==> src/rtl/codificador_pkg.sv <==
// Shared constants and state encoding for the priority encoder slice.
package codificador_pkg;
  localparam int N = 8;
  localparam int W = 3;

  typedef enum logic {IDLE, OFFER} state_t;
endpackage

==> src/rtl/buscador_prioridad.sv <==
// Upward wrap-around search: first set bit of vector at or above start, wrapping 7->0.
module buscador_prioridad
  import codificador_pkg::*;
(
  input  logic [N-1:0] vector,
  input  logic [W-1:0] start,
  output logic [W-1:0] index,
  output logic         found
);

  logic [2*N-1:0] w_dbl;
  logic [N-1:0]   w_rot;
  logic [W-1:0]   w_off;

  // Rotating right by start turns the wrap search into a plain lowest-bit search.
  assign w_dbl = {vector, vector} >> start;
  assign w_rot = w_dbl[N-1:0];

  always_comb begin
    w_off = '0;
    for (int i = N - 1; i >= 0; i--) begin
      if (w_rot[i]) w_off = W'(i);
    end
  end

  assign found = |vector;
  assign index = start + w_off;

endmodule

==> src/rtl/decodificador.sv <==
// 3-to-8 decoder with enable; the encoder uses it to build the acceptance mask.
module decodificador
  import codificador_pkg::*;
(
  input  logic [W-1:0] i_a,
  input  logic         i_en,
  output logic [N-1:0] o_y
);

  always_comb begin
    o_y = '0;
    if (i_en) o_y[i_a] = 1'b1;
  end

endmodule

==> src/rtl/codificador_prioridad.sv <==
// 8-to-3 priority encoder with pending-request register, handshake and fixed/round-robin selection.
module codificador_prioridad
  import codificador_pkg::*;
#(
  parameter int RR = 0
)(
  input  logic         clk,
  input  logic         rst_n,
  input  logic [N-1:0] req,
  input  logic         clr,
  input  logic         ready,
  output logic [W-1:0] a,
  output logic         valid,
  output logic [N-1:0] pend,
  output logic         ovf
);

  state_t       r_state, w_state_next;
  logic [W-1:0] r_a, w_a_next;
  logic [W-1:0] r_last;
  logic [N-1:0] r_pend;
  logic         r_ovf;

  logic         w_acc;
  logic [N-1:0] w_acc_mask;
  logic [N-1:0] w_pend_next;
  logic [W-1:0] w_last_eff;
  logic [W-1:0] w_start;
  logic [W-1:0] w_sel;
  logic         w_found;

  assign w_acc = (r_state == OFFER) && ready;

  decodificador u_dec (
    .i_a  (r_a),
    .i_en (w_acc),
    .o_y  (w_acc_mask)
  );

  assign w_pend_next = (r_pend & ~w_acc_mask) | req;

  // An index accepted this cycle already counts as last_accepted for the next search.
  assign w_last_eff = w_acc ? r_a : r_last;
  assign w_start    = (RR != 0) ? w_last_eff + W'(1) : '0;

  buscador_prioridad u_bus (
    .vector (w_pend_next),
    .start  (w_start),
    .index  (w_sel),
    .found  (w_found)
  );

  always_comb begin
    w_state_next = r_state;
    w_a_next     = r_a;
    case (r_state)
      IDLE: begin
        if (w_found) begin
          w_state_next = OFFER;
          w_a_next     = w_sel;
        end
      end
      OFFER: begin
        if (ready) begin
          if (w_found) w_a_next = w_sel;
          else         w_state_next = IDLE;
        end
      end
      default: w_state_next = IDLE;
    endcase
  end

  always_ff @(posedge clk) begin
    if (!rst_n) begin
      r_state <= IDLE;
      r_a     <= '0;
      r_pend  <= '0;
      r_ovf   <= 1'b0;
      r_last  <= W'(N - 1);
    end else if (clr) begin
      r_state <= IDLE;
      r_pend  <= '0;
      r_ovf   <= 1'b0;
    end else begin
      r_state <= w_state_next;
      r_a     <= w_a_next;
      r_pend  <= w_pend_next;
      if (w_acc) r_last <= r_a;
      if (|(req & r_pend & ~w_acc_mask)) r_ovf <= 1'b1;
    end
  end

  assign a     = r_a;
  assign valid = (r_state == OFFER);
  assign pend  = r_pend;
  assign ovf   = r_ovf;

endmodule

==> config.mk <==
export PLATFORM = sky130hd
export DESIGN_NAME = codificador_prioridad
export DESIGN_NICKNAME = d
export VERILOG_FILES = /design/src/rtl/codificador_pkg.sv /design/src/rtl/buscador_prioridad.sv /design/src/rtl/decodificador.sv /design/src/rtl/codificador_prioridad.sv
export SDC_FILE = /design/constraint.sdc
export NUM_CORES = 1
export LEC_CHECK = 0
export ABC_AREA = 1
export BUFFER_PORTS_ARGS = -buffer_cell sky130_fd_sc_hd__buf_4
export CAP_MARGIN = 5
export CORE_ASPECT_RATIO = 0.75
export CORE_MARGIN = 1
export CORE_UTILIZATION = 49
export DETAILED_ROUTE_END_ITERATION = 10
export GPL_TIMING_DRIVEN = 1
export PLACE_DENSITY = 0.76
export SYNTH_ARGS = -nofsm -noshare
export SYNTH_HDL_FRONTEND = slang
export SYNTH_HIERARCHICAL = 1
export SYNTH_SLANG_ARGS = --single-unit
export TNS_END_PERCENT = 10
==> constraint.sdc <==
create_clock -name clk -period 1.9 [get_ports clk]
set_input_delay 0 -clock clk [delete_from_list [all_inputs] [get_ports clk]]
set_output_delay 0 -clock clk [all_outputs]
set_load 0.05 [all_outputs]
==> metrics, run 1 <==
status=finished with violations; failing checks=negative setup slack; Post-DP HPWL=2440 um; Warnings, synthesis=6; Final ANT Viol Nets=0; endpoints failing setup=3; number of global-route vias before repair=1114; Syn Inst Count=206; via count=1383; CTS tree=built; dpl cells=285; sequential fraction of the synthesis area=0.219; GRT overflow=0; Worst Hold End=ovf$_SDFFE_PP0P_; final WL=3060 um; Setup CP Type=reg2reg; Final min period=2.12 ns; Final Slew Violations=0; Starting Density=0.520; PD cells=520 mW/mm2; Post-Layout Cell Count=294; Hold Crit Start=clr; drt first pass iters=4; final worst-path cycle share=1.12; final worst setup slack=-0.221 ns; Post-Route Utilization=0.754; Arrival @ worst endpoint=2.33 ns; Total Routing Usage GR=0.238; syn avg cell area=5.78 um2; Reg clk slew, reported paths=0.08 ns; R2R Path Start=valid$_SDFF_PP0_; Via density=4.70; first-pass GRT wire length=4650 um; Worst-Skew Late Latency=0.27 ns; Port Buffers=24; ranking of synthesized cells by area=nand2_1 23%, dfxtp_1 22%, inv_1 8.8%; initial antenna violation count=0; cell accounting for the most synthesized area=nand2_1; largest net degree at the start of global routing=11; die area=0.00263 mm2; CTS Root Cell=clkbuf_4; Synth top area share=0.230; worst min path class=in2reg; I/O pins=25; Die X=58.9 um; Worst Hold Depth=4; Syn-to-layout area delta=45.1%; Max clock buf depth=2; distinct cell type count after synthesis=26; routed length on met3=115 um; FF-to-FF path depth=19; Yosys reg bits=13; core region area=0.00229 mm2; mapped cell area=0.00119 mm2; critical path required time=2.11 ns; Worst VDD drop=431 uV; M1 WL=1640 um; Worst Skew=0.00146 ns; maxcap violations=0; DR iter-0 viols=44; RD Place Congestion=0.902; leakage=0.900 nW; Vert. Die Dim=44.7 um; Worst R2R End=a[1]$_SDFFE_PN0P_; Final nets=275; RSZ-0062 raised after global routing=true; Design Power=0.000898 W; Clock Sinks=13; row cnt=15; Setup crit start kind=flop; Reg2Reg Setup Slack=-0.22 ns; fmax=0.471 GHz; Worst Hold Slack=0.00142 ns; CTS Buf Count=3; Ant. Diodes=0; met2 WL=1300 um; Hold Violations, Final=0; share of cells above drive strength 1=0.431; # H-tree levels=1; DRC Markers=0; per-cell routed wire length=10.4 um; Worst Setup End Kind=flop; CP Max Fanout=4; highest routed layer=met3
==> final cells by class <==
cell class / count / area [um2]
well taps: 34 / 42.5
fillers: 209 / 563
clock buffers: 4 / 26.3
flip-flops and latches: 13 / 268
multi-input cells: 161 / 875
repair buffers: 50 / 383
inverters: 32 / 133
==> sequential cells by signal, summed over array words and instances, names as in the netlist <==
signal	flops
a	3
ovf	1
pend	8
valid	1
==> cell families (layout without fill, tap and decap cells) <==
logic type	Yosys count	count (layout)	share of synthesized area
simple gates	138	138	0.535
buf+inv	35	86	0.135
compound gates	16	16	0.0736
flops	13	13	0.219
fa+ha+maj	2	2	0.0273
other cells	1	4	0.00315
xor+xnor	1	1	0.00736
==> cell usage in the layout, fill, tap and decap left out <==
| cell type | netlist | routed |
|---|---|---|
| o21ai_0 | 3 | 3 |
| dfxtp_1 | 13 | 9 |
| conb_1 | 1 | 4 |
| inv_4 | 1 | 2 |
| a31oi_1 | 1 | 1 |
| dfxtp_2 | 0 | 3 |
| clkbuf_4 | 0 | 3 |
| nand2_4 | 1 | 4 |
| nand3_2 | 5 | 6 |
| inv_2 | 2 | 4 |
| nand3_1 | 21 | 20 |
| nand2_2 | 13 | 30 |
| ha_1 | 1 | 1 |
| dfxtp_4 | 0 | 1 |
| buf_4 | 1 | 47 |
| nand3b_1 | 1 | 1 |
| a21oi_2 | 1 | 1 |
| fa_1 | 1 | 1 |
| inv_1 | 28 | 25 |
| nor2_1 | 19 | 13 |
| nor4_1 | 2 | 2 |
| o21bai_2 | 0 | 1 |
| xor2_1 | 1 | 1 |
| dlygate4sd3_1 | 0 | 3 |
| nand2_1 | 73 | 53 |
| clkbuf_1 | 0 | 1 |
| inv_8 | 1 | 1 |
| nor2_4 | 1 | 2 |
| a21oi_1 | 10 | 10 |
| nor2_2 | 2 | 7 |
==> where the power goes <==
group	switching, W	leakage, nW	internal, W
Combinational	0.000250	0.776	0.000168
Clock	0.0000913	0.0150	0.0000814
Sequential	0.0000172	0.109	0.000291
==> cells in the mapped netlist, drive strengths merged <==
cell type and count:
a21oi 11, dfxtp 13, ha 1, buf 3
xor2 1, fa 1, nand3 26, o21ai 3
o21bai 1, nand3b 1, conb 1, a31oi 1
nand2 87, nor2 22, inv 32, nor4 2
==> routing by layer <==
| metal | GRT usage | vias up |
|---|---|---|
| li1 | - | 741 |
| met1 | 0.368 | 610 |
| met2 | 0.350 | 32 |
| met3 | 0.0526 | 0 |
| met4 | 0.0143 | 0 |
| met5 | 0 | - |
==> per-stage QoR <==
| step | cell area, um2 | setup TNS, ns | setup slack (ns) |
|---|---|---|---|
| 3_5_place_dp | 1580 | -0.357 | -0.173 |
| 2_1_floorplan | 1230 | -0.283 | -0.179 |
| 3_3_place_gp | 1580 | -0.282 | -0.165 |
| 5_1_grt | 1730 | -1.12 | -0.415 |
| 4_1_cts | 1650 | -0.323 | -0.146 |
| 6_report | 1730 | -0.457 | -0.221 |
==> worst max-delay path, stage by stage, from the launching register on <==
cell and delay (ns):
dfxtp_4 0.36, nand2_4 0.05, inv_4 0.07, nand2_4 0.07, nor2_4 0.10, inv_2 0.04
nand2_2 0.06, nand2_2 0.06, nand2_2 0.09, nand3_2 0.07, nand2_2 0.08, nand2_2 0.05
nand2_2 0.09, nand2_2 0.06, nor2_2 0.10, o21bai_2 0.09, fa_1 0.44, inv_1 0.06
nor2_1 0.04, nor2_1 0.08
==> worst max path at each step <==
stage | startpoint | end | depth (start not counted)
detailed placement | valid$_SDFF_PP0_ | a[1]$_SDFFE_PN0P_ | 19
finish | valid$_SDFF_PP0_ | a[1]$_SDFFE_PN0P_ | 19
global route | valid$_SDFF_PP0_ | a[1]$_SDFFE_PN0P_ | 18
floorplan | valid$_SDFF_PP0_ | a[1]$_SDFFE_PN0P_ | 19
CTS | valid$_SDFF_PP0_ | a[1]$_SDFFE_PN0P_ | 18
global placement | valid$_SDFF_PP0_ | a[1]$_SDFFE_PN0P_ | 19
==> what timing repair did <==
action | 4_1_cts | 5_1_grt
pin swaps | 5 | 15
hold buffers | 3 | 0
setup endpoints to repair | 3 | 4
hold endpoints to repair | 4 | 0
gates resized for setup | 6 | 22
buffers inserted | 0 | 2
Note: power is estimated with default switching activity, not from simulation.
==> inputs of run 2 (changes only) <==
--- a/config.mk
+++ b/config.mk
@@ -10,10 +10,11 @@
 export CAP_MARGIN = 5
 export CORE_ASPECT_RATIO = 0.75
 export CORE_MARGIN = 1
-export CORE_UTILIZATION = 49
+export CORE_UTILIZATION = 50
+export CTS_BUF_LIST = sky130_fd_sc_hd__clkbuf_8
 export DETAILED_ROUTE_END_ITERATION = 10
 export GPL_TIMING_DRIVEN = 1
-export PLACE_DENSITY = 0.76
+export PLACE_DENSITY = 0.77
 export SYNTH_ARGS = -nofsm -noshare
 export SYNTH_HDL_FRONTEND = slang
 export SYNTH_HIERARCHICAL = 1
==> metrics, run 2 (synthesis results as in run 1) <==
maxcap violations=0 (unchanged); Vert. Die Dim=44.2 um (-0.96%); RSZ-0062 raised after global routing=true; Setup crit start kind=flop; I/O pins=25 (unchanged); most frequent cells in the layout=52 x nand2_1, 50 x buf_4, 30 x nand2_2, 25 x inv_1, 19 x nand3_1; final instance area=0.00176 mm2 (+2.0%); Worst VDD drop=416 uV (-3.5%); Largest register FFs=8 (unchanged); first-pass GRT wire length=5420 um (+16%); Worst-Skew Late Latency=0.24 ns (-0.03 ns); CTS Root Cell=clkbuf_8; Final min period=2.20 ns (+0.0755 ns); Hold Violations, Final=0 (unchanged); Worst Skew=0.00186 ns (+0.000395 ns); highest routed layer=met4; die area=0.00258 mm2 (-1.9%); GRT overflow=0 (unchanged); PD cells=566 mW/mm2 (+8.8%); final WL=3740 um (+22%); critical path required time=2.07 ns (-0.04 ns); worst min path class=in2reg; Die X=58.3 um (-0.97%); Reg clk slew, reported paths=0.06 ns (-0.02 ns); row cnt=14 (-1); Final ANT Viol Nets=0 (unchanged); core region area=0.00212 mm2 (-7.4%); FF-to-FF path depth=19 (unchanged); CP Max Fanout=4 (unchanged); Port Buffers=24 (unchanged); Final nets=275 (unchanged); # hold bufs at CTS=0 (-3); Ant. Diodes=0 (unchanged); status=finished with violations; initial antenna violation count=0 (unchanged); Setup CP Type=reg2reg; drt first pass iters=4 (unchanged); Post-Route Utilization=0.831 (+0.0771); Total Routing Usage GR=0.277 (+0.0385); RD Place Congestion=0.917 (+1.6%); DP Area=0.00159 mm2 (+0.79%); DR iter-0 viols=84 (+91%); number of global-route vias before repair=1286 (+15%); final worst setup slack=-0.297 ns (-0.0755 ns); via count=1466 (+6.0%); CTS tree=built; met2 WL=1810 um (+39%); endpoints failing setup=3 (unchanged); routed length on met3=234 um (+100%); CTS Buf Count=3 (unchanged); Max clock buf depth=2 (unchanged); Clock Sinks=13 (unchanged); setup slack at placement=-0.219 ns (-0.0460 ns); per-cell routed wire length=12.8 um (+23%); share of cells above drive strength 1=0.462 (+0.0308); commonest non-fill, non-tap cell in the layout=nand2_1; Final Slew Violations=0 (unchanged); Worst Hold Depth=3 (-1); Syn-to-layout area delta=48.1%; dpl cells=285 (unchanged); Worst Setup End Kind=flop; failing checks=negative setup slack; Via density=5.02 (+6.7%); M1 WL=1670 um (+1.5%); # H-tree levels=1 (unchanged); fmax=0.455 GHz (-3.4%); Post-Layout Cell Count=292 (-0.68%); Arrival @ worst endpoint=2.37 ns (+0.04 ns); largest net degree at the start of global routing=11 (unchanged); Starting Density=0.561 (+0.0417); leakage=0.911 nW (+1.2%); final worst-path cycle share=1.16 (+0.0397); DRC Markers=0 (unchanged); setup tns final=-0.554 ns (-0.0974 ns); Post-DP HPWL=2720 um (+11%)
[run 2: cell types whose count changed in the layout (fill, tap and decap cells not counted), sizes merged]
cell,delta
buf,+3
dlygate4sd3,-3
clkbuf,-1
inv,+1
[run 2: per-stage QoR]
stage               total power [W]  hold WS [ns]
floorplan                  0.000567         0.128
global placement           0.000684         0.271
detailed placement         0.000693         0.280
CTS                        0.000941        0.0301
global route                0.00104        0.0502
finish                     0.000997        0.0270
[run 2: power by group]
group          switching, W  internal (W)  total [W]
clock              0.000103      0.000143   0.000246
combinational      0.000271      0.000172   0.000443
sequential        0.0000182      0.000291   0.000309
total              0.000392      0.000606   0.000997
[run 2: final cells by class]
class | count | area [um2]
repair buffers | 50 | 375
well taps | 32 | 40.0
flip-flops and latches | 13 | 268
clock inverters | 1 | 3.75
multi-input cells | 161 | 901
inverters | 32 | 133
clock buffers | 3 | 41.3
fillers | 148 | 358
[run 2: worst max-delay path, stage by stage (launching register included)]
cell      delay [ns]
dfxtp_4         0.34
nand2_2         0.05
inv_4           0.07
nand2_4         0.07
nor2_2          0.10
inv_1           0.07
nand2_2         0.09
nand2_4         0.07
nand2_4         0.06
nand3_1         0.06
nand2_1         0.09
nand2_1         0.05
nand2_1         0.09
nand2_1         0.08
nor2_2          0.13
o21bai_2        0.07
fa_1            0.42
inv_1           0.06
nor2_1          0.04
nor2_1          0.10
[run 2: path summary, 6_finish.rpt]
path | from | endpoint | slack (ns)
max | valid$_SDFF_PP0_ | a[1]$_SDFFE_PN0P_ | -0.30
min reg2reg | pend[0]$_SDFF_PP0_ | pend[0]$_SDFF_PP0_ | 0.52
min | rst_n | a[0]$_SDFFE_PN0P_ | 0.03
max reg2reg | valid$_SDFF_PP0_ | a[1]$_SDFFE_PN0P_ | -0.30
[run 2: repair_timing]
item	in CTS	in global routing
pin swaps	0	18
setup buffers	0	3
endpoints found under the setup margin	3	4
cloned	0	0
gates resized for setup	3	32
[run 2: per-layer routing]
metal	global-route usage	vias up
li1	-	742
met1	0.376	662
met2	0.469	58
met3	0.0673	4
met4	0.0190	0
met5	0	-
==> inputs of run 3 (changes only) <==
--- a/config.mk
+++ b/config.mk
@@ -14,6 +14,7 @@
 export CTS_BUF_LIST = sky130_fd_sc_hd__clkbuf_8
 export DETAILED_ROUTE_END_ITERATION = 10
 export GPL_TIMING_DRIVEN = 1
+export MAX_ROUTING_LAYER = met4
 export PLACE_DENSITY = 0.77
 export SYNTH_ARGS = -nofsm -noshare
 export SYNTH_HDL_FRONTEND = slang
==> metrics, run 3 (synthesis results as in run 1) <==
Final ANT Viol Nets=0 (unchanged); final worst setup slack=-0.299 ns (-0.00205 ns); GRT overflow=0 (unchanged); # hold bufs at CTS=0 (unchanged); Final Slew Violations=0 (unchanged); final WL=3740 um (unchanged); drt first pass iters=4 (unchanged); Hold Crit Start=rst_n; Layout fillers=148 (unchanged); critical path required time=2.07 ns (about the same); final worst-path cycle share=1.16 (about the same); die area=0.00258 mm2 (unchanged); CP dominant cell by count=nand2_1; Arrival @ worst endpoint=2.37 ns (about the same); Hold Violations, Final=0 (unchanged); fmax=0.455 GHz (about the same); Worst Hold End=a[0]$_SDFFE_PN0P_; DR iter-0 viols=85 (+1.2%); I/O pins=25 (unchanged); Setup CP Type=reg2reg; Worst R2R End=a[1]$_SDFFE_PN0P_; Worst Setup End Kind=flop; PD cells=566 mW/mm2 (about the same); number of global-route vias before repair=1285 (-0.078%); Worst Skew=0.00133 ns (-0.000531 ns); Worst Hold Slack=0.0277 ns (+0.000762 ns); Total Routing Usage GR=0.286 (+0.00942); slowest cell delay on critical path=0.42 ns (about the same); Setup crit start kind=flop; share of cells above drive strength 1=0.462 (unchanged); CP cell instances=nand2_2 > inv_4 > nand2_4 > nor2_2 > inv_1 > nand2_2 > nand2_4 > nand2_4 > nand3_1 > nand2_1 > nand2_1 > nand2_1 > nand2_1 > nor2_2 > o21bai_2 > fa_1 > inv_1 > nor2_1 > nor2_1; worst min path class=in2reg; final instance area=0.00176 mm2 (unchanged); failing checks=negative setup slack; Syn-to-layout area delta=48.1% (unchanged); maxcap violations=0 (unchanged); first-pass GRT wire length=5420 um (+0.13%); status=finished with violations; Reg2Reg Setup Slack=-0.30 ns (about the same); Final min period=2.20 ns (+0.00205 ns); endpoints failing setup=3 (unchanged); Max clock buf depth=2 (unchanged); Starting Density=0.561 (unchanged); CTS Root Cell=clkbuf_8; Worst VDD drop=418 uV (+0.33%); commonest non-fill, non-tap cell in the layout=nand2_1; Post-DP HPWL=2720 um (unchanged); setup slack at placement=-0.219 ns (unchanged); row cnt=14 (unchanged); R2R Path Start=valid$_SDFF_PP0_; RD Place Congestion=0.933 (+1.7%); Final nets=275 (unchanged); Clock Sinks=13 (unchanged); Worst Hold Depth=3 (unchanged); DP Area=0.00159 mm2 (unchanged); CP Max Fanout=4 (unchanged); most frequent cells in the layout=52 x nand2_1, 50 x buf_4, 30 x nand2_2, 25 x inv_1, 19 x nand3_1; Ant. Diodes=0 (unchanged); CTS Buf Count=3 (unchanged); Die X=58.3 um (unchanged); Via density=5.09 (+1.4%); FF-to-FF path depth=19 (unchanged); Reg area=268 um2 (unchanged); per-cell routed wire length=12.8 um (unchanged); initial antenna violation count=0 (unchanged); Port Buffers=24 (unchanged); Largest register FFs=8 (unchanged); DRC Markers=0 (unchanged); RSZ-0062 raised after global routing=true; # H-tree levels=1 (unchanged); Worst-Skew Late Latency=0.24 ns (about the same); Reg clk slew, reported paths=0.06 ns (about the same); largest net degree at the start of global routing=11 (unchanged); slowest CP cell=fa_1; Design Power=0.000997 W (about the same); CTS tree=built; footprint of the multi-input gates=901 um2 (unchanged); Vert. Die Dim=44.2 um (unchanged); via count=1486 (+1.4%); core region area=0.00212 mm2 (unchanged); leakage=0.911 nW (unchanged); setup tns final=-0.560 ns (-0.00591 ns)
run 3: worst max path at each step:
stage | startpoint | endpoint | slack (ns) | depth (start not counted)
floorplan | valid$_SDFF_PP0_ | a[1]$_SDFFE_PN0P_ | -0.18 | 19
global placement | valid$_SDFF_PP0_ | a[1]$_SDFFE_PN0P_ | -0.15 | 19
detailed placement | valid$_SDFF_PP0_ | a[1]$_SDFFE_PN0P_ | -0.22 | 18
CTS | valid$_SDFF_PP0_ | a[1]$_SDFFE_PN0P_ | -0.24 | 19
global route | valid$_SDFF_PP0_ | a[1]$_SDFFE_PN0P_ | -0.45 | 19
finish | valid$_SDFF_PP0_ | a[1]$_SDFFE_PN0P_ | -0.30 | 19
run 3: repair_timing:
| item | 4_1_cts | 5_1_grt |
|---|---|---|
| endpoints found under the setup margin | 3 | 4 |
| setup buffers | 0 | 3 |
| resized for setup | 3 | 32 |
| pin swaps | 0 | 18 |
run 3: metrics by stage:
step,instances,util
final,292,0.831
after global routing,292,0.831
after CTS,289,0.776
after detailed placement,285,0.750
after global placement,285,0.750
after floorplan,209,-
run 3: where the power goes:
part	switching [W]	leakage, nW	internal [W]	total [W]
Combinational	0.000270	0.775	0.000172	0.000442
Clock	0.000103	0.0269	0.000143	0.000246
Sequential	0.0000180	0.109	0.000291	0.000309
Total	0.000391	0.911	0.000606	0.000997
run 3: worst max-delay path: cells and delay by family, from the launching register on:
kind,cells,cell delay (ns)
flops,1,0.34
fa+ha+maj,1,0.42
buf+inv,3,0.20
compound gates,1,0.07
simple gates,14,1.09
run 3: layout make-up:
class / instances / share of cell area
multi-input combinational: 161 / 0.511
timing repair buffer: 50 / 0.213
sequential: 13 / 0.152
inverter: 32 / 0.0753
clock buffer: 3 / 0.0234
tap: 32 / 0.0227
clock inverter: 1 / 0.00213
run 3: routing by layer:
layer	part of all wire	vias up	GRT usage
met5	0	-	-
met4	0.0091	0	0.0190
met3	0.074	6	0.0673
met2	0.48	70	0.469
met1	0.44	666	0.378
li1	-	744	-
